===== src/rtl/soc_it_pkg.sv =====
// Shared widths, FSM state encoding and tag-table entry for the SoC-IT master request arbiter.
package soc_it_pkg;

    localparam int TAG_W    = 4;
    localparam int TYPE_W   = 4;
    localparam int FLOW_W   = 10;
    localparam int ADDR_W   = 64;
    localparam int LEN_W    = 36;
    localparam int ERR_W    = 7;
    localparam int NUM_TAGS = 1 << TAG_W;

    // Owner field is sized for up to 16 requesters.
    localparam int OWNER_W  = 4;

    typedef enum logic {
        ST_IDLE = 1'b0,
        ST_REQ  = 1'b1
    } arb_state_e;

    typedef struct packed {
        logic               valid;
        logic [OWNER_W-1:0] owner;
    } tag_entry_t;

endpackage


===== src/rtl/soc_it_master_request_arbiter_rr_arbiter.sv =====
// Combinational round-robin picker: first set request at or after ptr, one-hot out.
module rr_arbiter #(
    parameter int N     = 4,
    parameter int IDX_W = 2
) (
    input  logic [N-1:0]     req,
    input  logic [IDX_W-1:0] ptr,
    output logic [N-1:0]     grant
);

    logic [IDX_W:0]   sum;
    logic [IDX_W-1:0] idx;
    logic             found;

    // Walk the requests starting at ptr, wrapping at N, and keep the first hit.
    always_comb begin
        grant = '0;
        found = 1'b0;
        sum   = '0;
        idx   = '0;
        for (int off = 0; off < N; off++) begin
            sum = {1'b0, ptr} + (IDX_W+1)'(off);
            if (sum >= (IDX_W+1)'(N))
                sum = sum - (IDX_W+1)'(N);
            idx = sum[IDX_W-1:0];
            if (!found && req[idx]) begin
                grant[idx] = 1'b1;
                found      = 1'b1;
            end
        end
    end

endmodule


===== src/rtl/soc_it_master_request_arbiter.sv =====
// Shares one SoC-IT master request port among NUM_REQ requesters, tracks
// outstanding tags and routes completions back to the owning requester.
module soc_it_master_request_arbiter
    import soc_it_pkg::*;
#(
    parameter int NUM_REQ = 4,
    parameter int MAX_OUT = 4
) (
    input  logic                             clk,
    input  logic                             rst,

    input  logic [NUM_REQ-1:0]               req_valid,
    input  logic [NUM_REQ-1:0][TYPE_W-1:0]   req_type,
    input  logic [NUM_REQ-1:0][FLOW_W-1:0]   req_flow,
    input  logic [NUM_REQ-1:0][ADDR_W-1:0]   req_local_address,
    input  logic [NUM_REQ-1:0][LEN_W-1:0]    req_length,
    output logic [NUM_REQ-1:0]               req_ack,

    output logic [NUM_REQ-1:0]               cpl_valid,
    output logic [TAG_W-1:0]                 cpl_tag,
    output logic [ERR_W-1:0]                 cpl_error,

    output logic                             master_request,
    output logic [TYPE_W-1:0]                master_request_type,
    output logic [FLOW_W-1:0]                master_request_flow,
    output logic [ADDR_W-1:0]                master_request_local_address,
    output logic [LEN_W-1:0]                 master_request_length,
    input  logic                             master_request_ack,
    input  logic                             master_request_complete,
    input  logic [TAG_W-1:0]                 master_request_tag,
    input  logic [ERR_W-1:0]                 master_request_error,

    output logic                             err_spurious_cpl,
    output logic                             err_tag_collision
);

    localparam int IDX_W = (NUM_REQ > 1) ? $clog2(NUM_REQ) : 1;
    localparam int CNT_W = $clog2(MAX_OUT + 1);

    arb_state_e                      state;
    logic [IDX_W-1:0]                grant_idx;
    logic [IDX_W-1:0]                rr_ptr;
    logic [NUM_REQ-1:0][CNT_W-1:0]   out_cnt;
    tag_entry_t                      tag_tbl [NUM_TAGS];

    logic [NUM_REQ-1:0]              elig;
    logic [NUM_REQ-1:0]              gnt_oh;
    logic [IDX_W-1:0]                gnt_idx;
    logic                            ack_fire;
    logic                            cpl_fire;
    tag_entry_t                      cur_ent;
    logic [IDX_W-1:0]                cpl_owner;

    // A requester competes only while it has room for another outstanding tag.
    always_comb begin
        elig = '0;
        for (int i = 0; i < NUM_REQ; i++)
            elig[i] = req_valid[i] && (out_cnt[i] < CNT_W'(MAX_OUT));
    end

    rr_arbiter #(
        .N     (NUM_REQ),
        .IDX_W (IDX_W)
    ) u_rr (
        .req   (elig),
        .ptr   (rr_ptr),
        .grant (gnt_oh)
    );

    // One-hot grant to index.
    always_comb begin
        gnt_idx = '0;
        for (int i = 0; i < NUM_REQ; i++)
            if (gnt_oh[i])
                gnt_idx = IDX_W'(i);
    end

    // Ack and completion share master_request_tag, so both look up the same entry.
    assign cur_ent   = tag_tbl[master_request_tag];
    assign ack_fire  = (state == ST_REQ) && master_request_ack;
    assign cpl_fire  = master_request_complete && cur_ent.valid;
    assign cpl_owner = cur_ent.owner[IDX_W-1:0];

    // req_ack is same-cycle with the downstream accept.
    always_comb begin
        req_ack = '0;
        if (ack_fire)
            req_ack[grant_idx] = 1'b1;
    end

    // Request FSM: latch the winner on entry to REQ and hold its fields until ack.
    always_ff @(posedge clk or posedge rst) begin
        if (rst) begin
            state                        <= ST_IDLE;
            grant_idx                    <= '0;
            rr_ptr                       <= '0;
            master_request               <= 1'b0;
            master_request_type          <= '0;
            master_request_flow          <= '0;
            master_request_local_address <= '0;
            master_request_length        <= '0;
        end else begin
            case (state)
                ST_IDLE: begin
                    if (|elig) begin
                        state                        <= ST_REQ;
                        grant_idx                    <= gnt_idx;
                        master_request               <= 1'b1;
                        master_request_type          <= req_type[gnt_idx];
                        master_request_flow          <= req_flow[gnt_idx];
                        master_request_local_address <= req_local_address[gnt_idx];
                        master_request_length        <= req_length[gnt_idx];
                    end
                end
                ST_REQ: begin
                    if (master_request_ack) begin
                        state                        <= ST_IDLE;
                        master_request               <= 1'b0;
                        master_request_type          <= '0;
                        master_request_flow          <= '0;
                        master_request_local_address <= '0;
                        master_request_length        <= '0;
                        rr_ptr <= (grant_idx == IDX_W'(NUM_REQ - 1)) ? '0 : grant_idx + 1'b1;
                    end
                end
                default: state <= ST_IDLE;
            endcase
        end
    end

    // Tag table, completion routing and error flags; completion clears before ack allocates.
    always_ff @(posedge clk or posedge rst) begin
        if (rst) begin
            cpl_valid         <= '0;
            cpl_tag           <= '0;
            cpl_error         <= '0;
            err_spurious_cpl  <= 1'b0;
            err_tag_collision <= 1'b0;
            for (int t = 0; t < NUM_TAGS; t++)
                tag_tbl[t] <= '0;
        end else begin
            cpl_valid <= '0;
            if (master_request_complete) begin
                if (cur_ent.valid) begin
                    cpl_valid[cpl_owner]             <= 1'b1;
                    cpl_tag                          <= master_request_tag;
                    cpl_error                        <= master_request_error;
                    tag_tbl[master_request_tag].valid <= 1'b0;
                end else begin
                    err_spurious_cpl <= 1'b1;
                end
            end
            if (ack_fire) begin
                if (cur_ent.valid && !cpl_fire)
                    err_tag_collision <= 1'b1;
                tag_tbl[master_request_tag] <= '{valid: 1'b1, owner: OWNER_W'(grant_idx)};
            end
        end
    end

    // Outstanding counters; a simultaneous +1/-1 cancels and the ends saturate.
    always_ff @(posedge clk or posedge rst) begin
        if (rst) begin
            out_cnt <= '0;
        end else begin
            for (int i = 0; i < NUM_REQ; i++) begin
                if (ack_fire && (grant_idx == IDX_W'(i)) && !(cpl_fire && (cpl_owner == IDX_W'(i)))) begin
                    if (out_cnt[i] != CNT_W'(MAX_OUT))
                        out_cnt[i] <= out_cnt[i] + 1'b1;
                end else if (cpl_fire && (cpl_owner == IDX_W'(i)) && !(ack_fire && (grant_idx == IDX_W'(i)))) begin
                    if (out_cnt[i] != '0)
                        out_cnt[i] <= out_cnt[i] - 1'b1;
                end
            end
        end
    end

endmodule


===== config.mk =====
export PLATFORM = sky130hd
export DESIGN_NAME = soc_it_master_request_arbiter
export DESIGN_NICKNAME = d
export VERILOG_FILES = /design/src/rtl/soc_it_pkg.sv /design/src/rtl/soc_it_master_request_arbiter_rr_arbiter.sv /design/src/rtl/soc_it_master_request_arbiter.sv
export SDC_FILE = /design/constraint.sdc
export NUM_CORES = 1
export LEC_CHECK = 0
export ABC_AREA = 1
export BUFFER_PORTS_ARGS = -buffer_cell sky130_fd_sc_hd__buf_4
export CELL_PAD_IN_SITES_DETAIL_PLACEMENT = 1
export CELL_PAD_IN_SITES_GLOBAL_PLACEMENT = 2
export CORE_MARGIN = 2
export CORE_UTILIZATION = 23
export CTS_CLUSTER_SIZE = 8
export DETAILED_ROUTE_END_ITERATION = 8
export GPL_ROUTABILITY_DRIVEN = 1
export PLACE_DENSITY = 0.93
export SETUP_SLACK_MARGIN = 0.05
export SYNTH_ARGS = -nofsm -noshare
export SYNTH_HDL_FRONTEND = slang
export SYNTH_SLANG_ARGS = --single-unit

===== constraint.sdc =====
create_clock -name clk -period 7 [get_ports clk]
set_clock_uncertainty 0.1 [all_clocks]
set_input_delay 1.05 -clock clk [delete_from_list [all_inputs] [get_ports clk]]
set_output_delay 1.05 -clock clk [all_outputs]
set_load 0.1 [all_outputs]

==> flow_summary.ini <==
[layout]
layout_commonest_cell = nand2_1
area_growth_syn_to_layout_pct = 41.6
final_cell_mix = nand2_1, buf_4, nor2_1
drive_gt1_share_pct = 23.6
fin_nets = 3365

[clock_network]
postCtsHoldBufs = 0
post_cts_buffers = 0
clock_path_buffers = 2
clock-sinks = 197
cts_tree = done
cts_root_buf = clkbuf_16
clock_latency_ns = 0.50
h-tree-depth = 4
clk_pin_slew_ns = 0.08
cts_made_buffers = 17
cts-resized-gates = 0

[worst_setup_path]
critPathRequiredTime_ns = 7.29
endpoint_kind = register
critPathMostFrequentCell = nand2_1
slowest_delay_ns = 0.65
start_kind = input port
cpMaxStageDelayCell = nor2_1
critPathBufInv = 2
critPathMaxFanout = 27
crit_chain = buf_4, nor2_1, a22oi_1, nand2_1, nand2_1, nand4_1, nand2_1, inv_2, nand2_1, ha_1, xor2_1, or3_1, nand2_1, mux2_2
path_delay_family = simple AND/OR/NAND/NOR gates
worstPathArrival_ns = 4.71
crit_type = input port to register

[grt]
overflow = 0
grt_max_degree = 111
grt_use_total_pct = 21.0
grt_pass1_vias = 16500
antenna_found_initial = 3
grt_pass1_wl_mm = 99.5

[yosys]
synth_top_cell_by_area = dfrtp_1
synth_edf_count = 0
syn-num-nets = 2841
ys_seq_area_share_pct = 35.7
syn_inst = 2347
synthesis.area_sq_mm = 0.0138
syn_area_per_cell_sq_um = 5.88
ys.flop_type = dfrtp_1
synth_area_leaders = dfrtp_1, nand2_1, nor2_1
yosysTopAreaCellShare_pct = 35.7
ys_ff_latch = 197
ys_warn_count = 0
synthArstFlopShare_pct = 100
yosys.cell_types.count = 30

[floorplan]
core_area_sq_mm = 0.0591
fp.dieW_microns = 249
fp.dieArea_sq_mm = 0.0620
start_util_pct = 23.3
row_count = 89
io_pins = 611
fp.dieH_microns = 249

[timing]
period_minus_slack_ns = 4.43
hold_viol_final = 0
fin_setup_tns_ns = 0
fmax_mhz = 226
relSlewSlack_pct = 36.1
rsz0062_at_grt = false
tightestPinTransition_ns = 0.956
setup_violations = 0
fin_crit_sh_pct = 63.2
slew_violations = 0

[run_status]
status = finished, final reports clean

[placed_design]
gp_congestion = 0.880
port_buffers = 610
dp.final_hpwl_mm = 48.9

[drt]
routed-via-count = 16100
vias_per_cell = 4.39
drc = 0
ant_nets = 0
detail_route.iter0.violations = 720
wl_per_cell_microns = 17.8
first_pass_iters = 5
wirelength_mm = 65.2

[hold_path]
hp-class = register to register

[flow_run]
max_cap_violations = 0
-- area by class of cell --
type / count / area (sq um)
Multi-Input combinational cell: 1748 / 7250
Fill cell: 7728 / 39600
Timing Repair Buffer: 625 / 4720
Tap cell: 773 / 967
Inverter: 282 / 1080
Antenna cell: 3 / 7.51
Sequential cell: 197 / 4930
Clock buffer: 18 / 439
Clock inverter: 14 / 156
-- sequential cells by signal (all words and copies together) (netlist names) --
| register | count |
|---|---|
| cpl_error | 7 |
| rr_ptr | 2 |
| cpl_tag | 4 |
| out_cnt | 12 |
| master_request | 1 |
| master_request_local_address | 64 |
| master_request_flow | 10 |
| state | 1 |
| tag_tbl | 48 |
| master_request_type | 4 |
| err_spurious_cpl | 1 |
| master_request_length | 36 |
| cpl_valid | 4 |
| err_tag_collision | 1 |
| grant_idx | 2 |
-- worst paths after layout --
kind,start,end,slack [ns],cells past startpoint
min reg2reg,master_request_flow[1],master_request_flow[1],0.38,2
min,master_request_flow[1],master_request_flow[1],0.38,2
max in group asynchronous,rst,master_request_local_address[51],4.91,3
max,master_request_tag[0],out_cnt[1],2.57,14
min in group asynchronous,rst,tag_tbl[49],0.53,2
max reg2reg,rr_ptr[1],master_request_length[5],2.82,16
-- cell usage after synthesis (2+ instances only) --
library cell and instances:
dfrtp_1 197, or3_1 4, nand2_4 2, inv_1 272, clkinv_1 3, buf_1 11, clkbuf_1 32, nand3_1 135
inv_2 7, nor2_1 491, buf_2 66, nand2_1 997, a21oi_1 3, nor2_2 3, o21ai_0 45, nand2_2 3
xor2_1 8, fa_1 4, nand4_1 4, a22oi_1 24, ha_1 15, buf_4 9, nand3_2 5
-- routing by layer --
layer  track usage [%]  vias to the layer above  part of all wire (%)
li1                  -                     7984                     -
met1              25.8                     7626                    43
met2              35.6                      376                    48
met3              4.85                       86                   5.4
met4              8.23                        0                   3.2
met5                 0                        -                     0
-- logic make-up after synthesis --
family          after synthesis  share of synthesized area, %
flops                       197                          35.7
mux                           1                        0.0816
xor+xnor                      9                         0.571
fa+ha+maj                    19                          1.94
compound gates               74                          3.16
simple gates               1645                          46.7
buf+inv                     402                          11.9
-- worst reg2reg max path: stages, from the launching register on --
cell and delay (ns):
dfrtp_1 0.54, inv_1 0.21, ha_1 0.38, inv_1 0.09, nand3_1 0.09, nand2_1 0.05, nor2_1 0.21, nand3_1 0.17
nand3b_4 0.13, buf_4 0.70, buf_4 0.74, nor2_1 0.15, nor2_1 0.15, nand2_1 0.19, nand2_1 0.10, nand2_1 0.05
nand2_1 0.08
-- through the flow --
| step | cells | setup slack (ns) | util (%) | area, sq um | hold slack [ns] |
|---|---|---|---|---|---|
| CTS | 3657 | 2.61 | 33.0 | 19500 | 0.389 |
| global placement | 3625 | 2.25 | 32.0 | 18900 | 0.362 |
| global route | 3659 | 2.23 | 33.1 | 19500 | 0.402 |
| detailed placement | 3625 | 2.03 | 32.0 | 18900 | 0.366 |
| finish | 3660 | 2.57 | 33.1 | 19500 | 0.383 |
| floorplan | 2347 | 0.481 | - | 13800 | 0.342 |
Power is not shown: default switching activity piles up to over one toggle a cycle in this logic, so the estimate is an artifact.
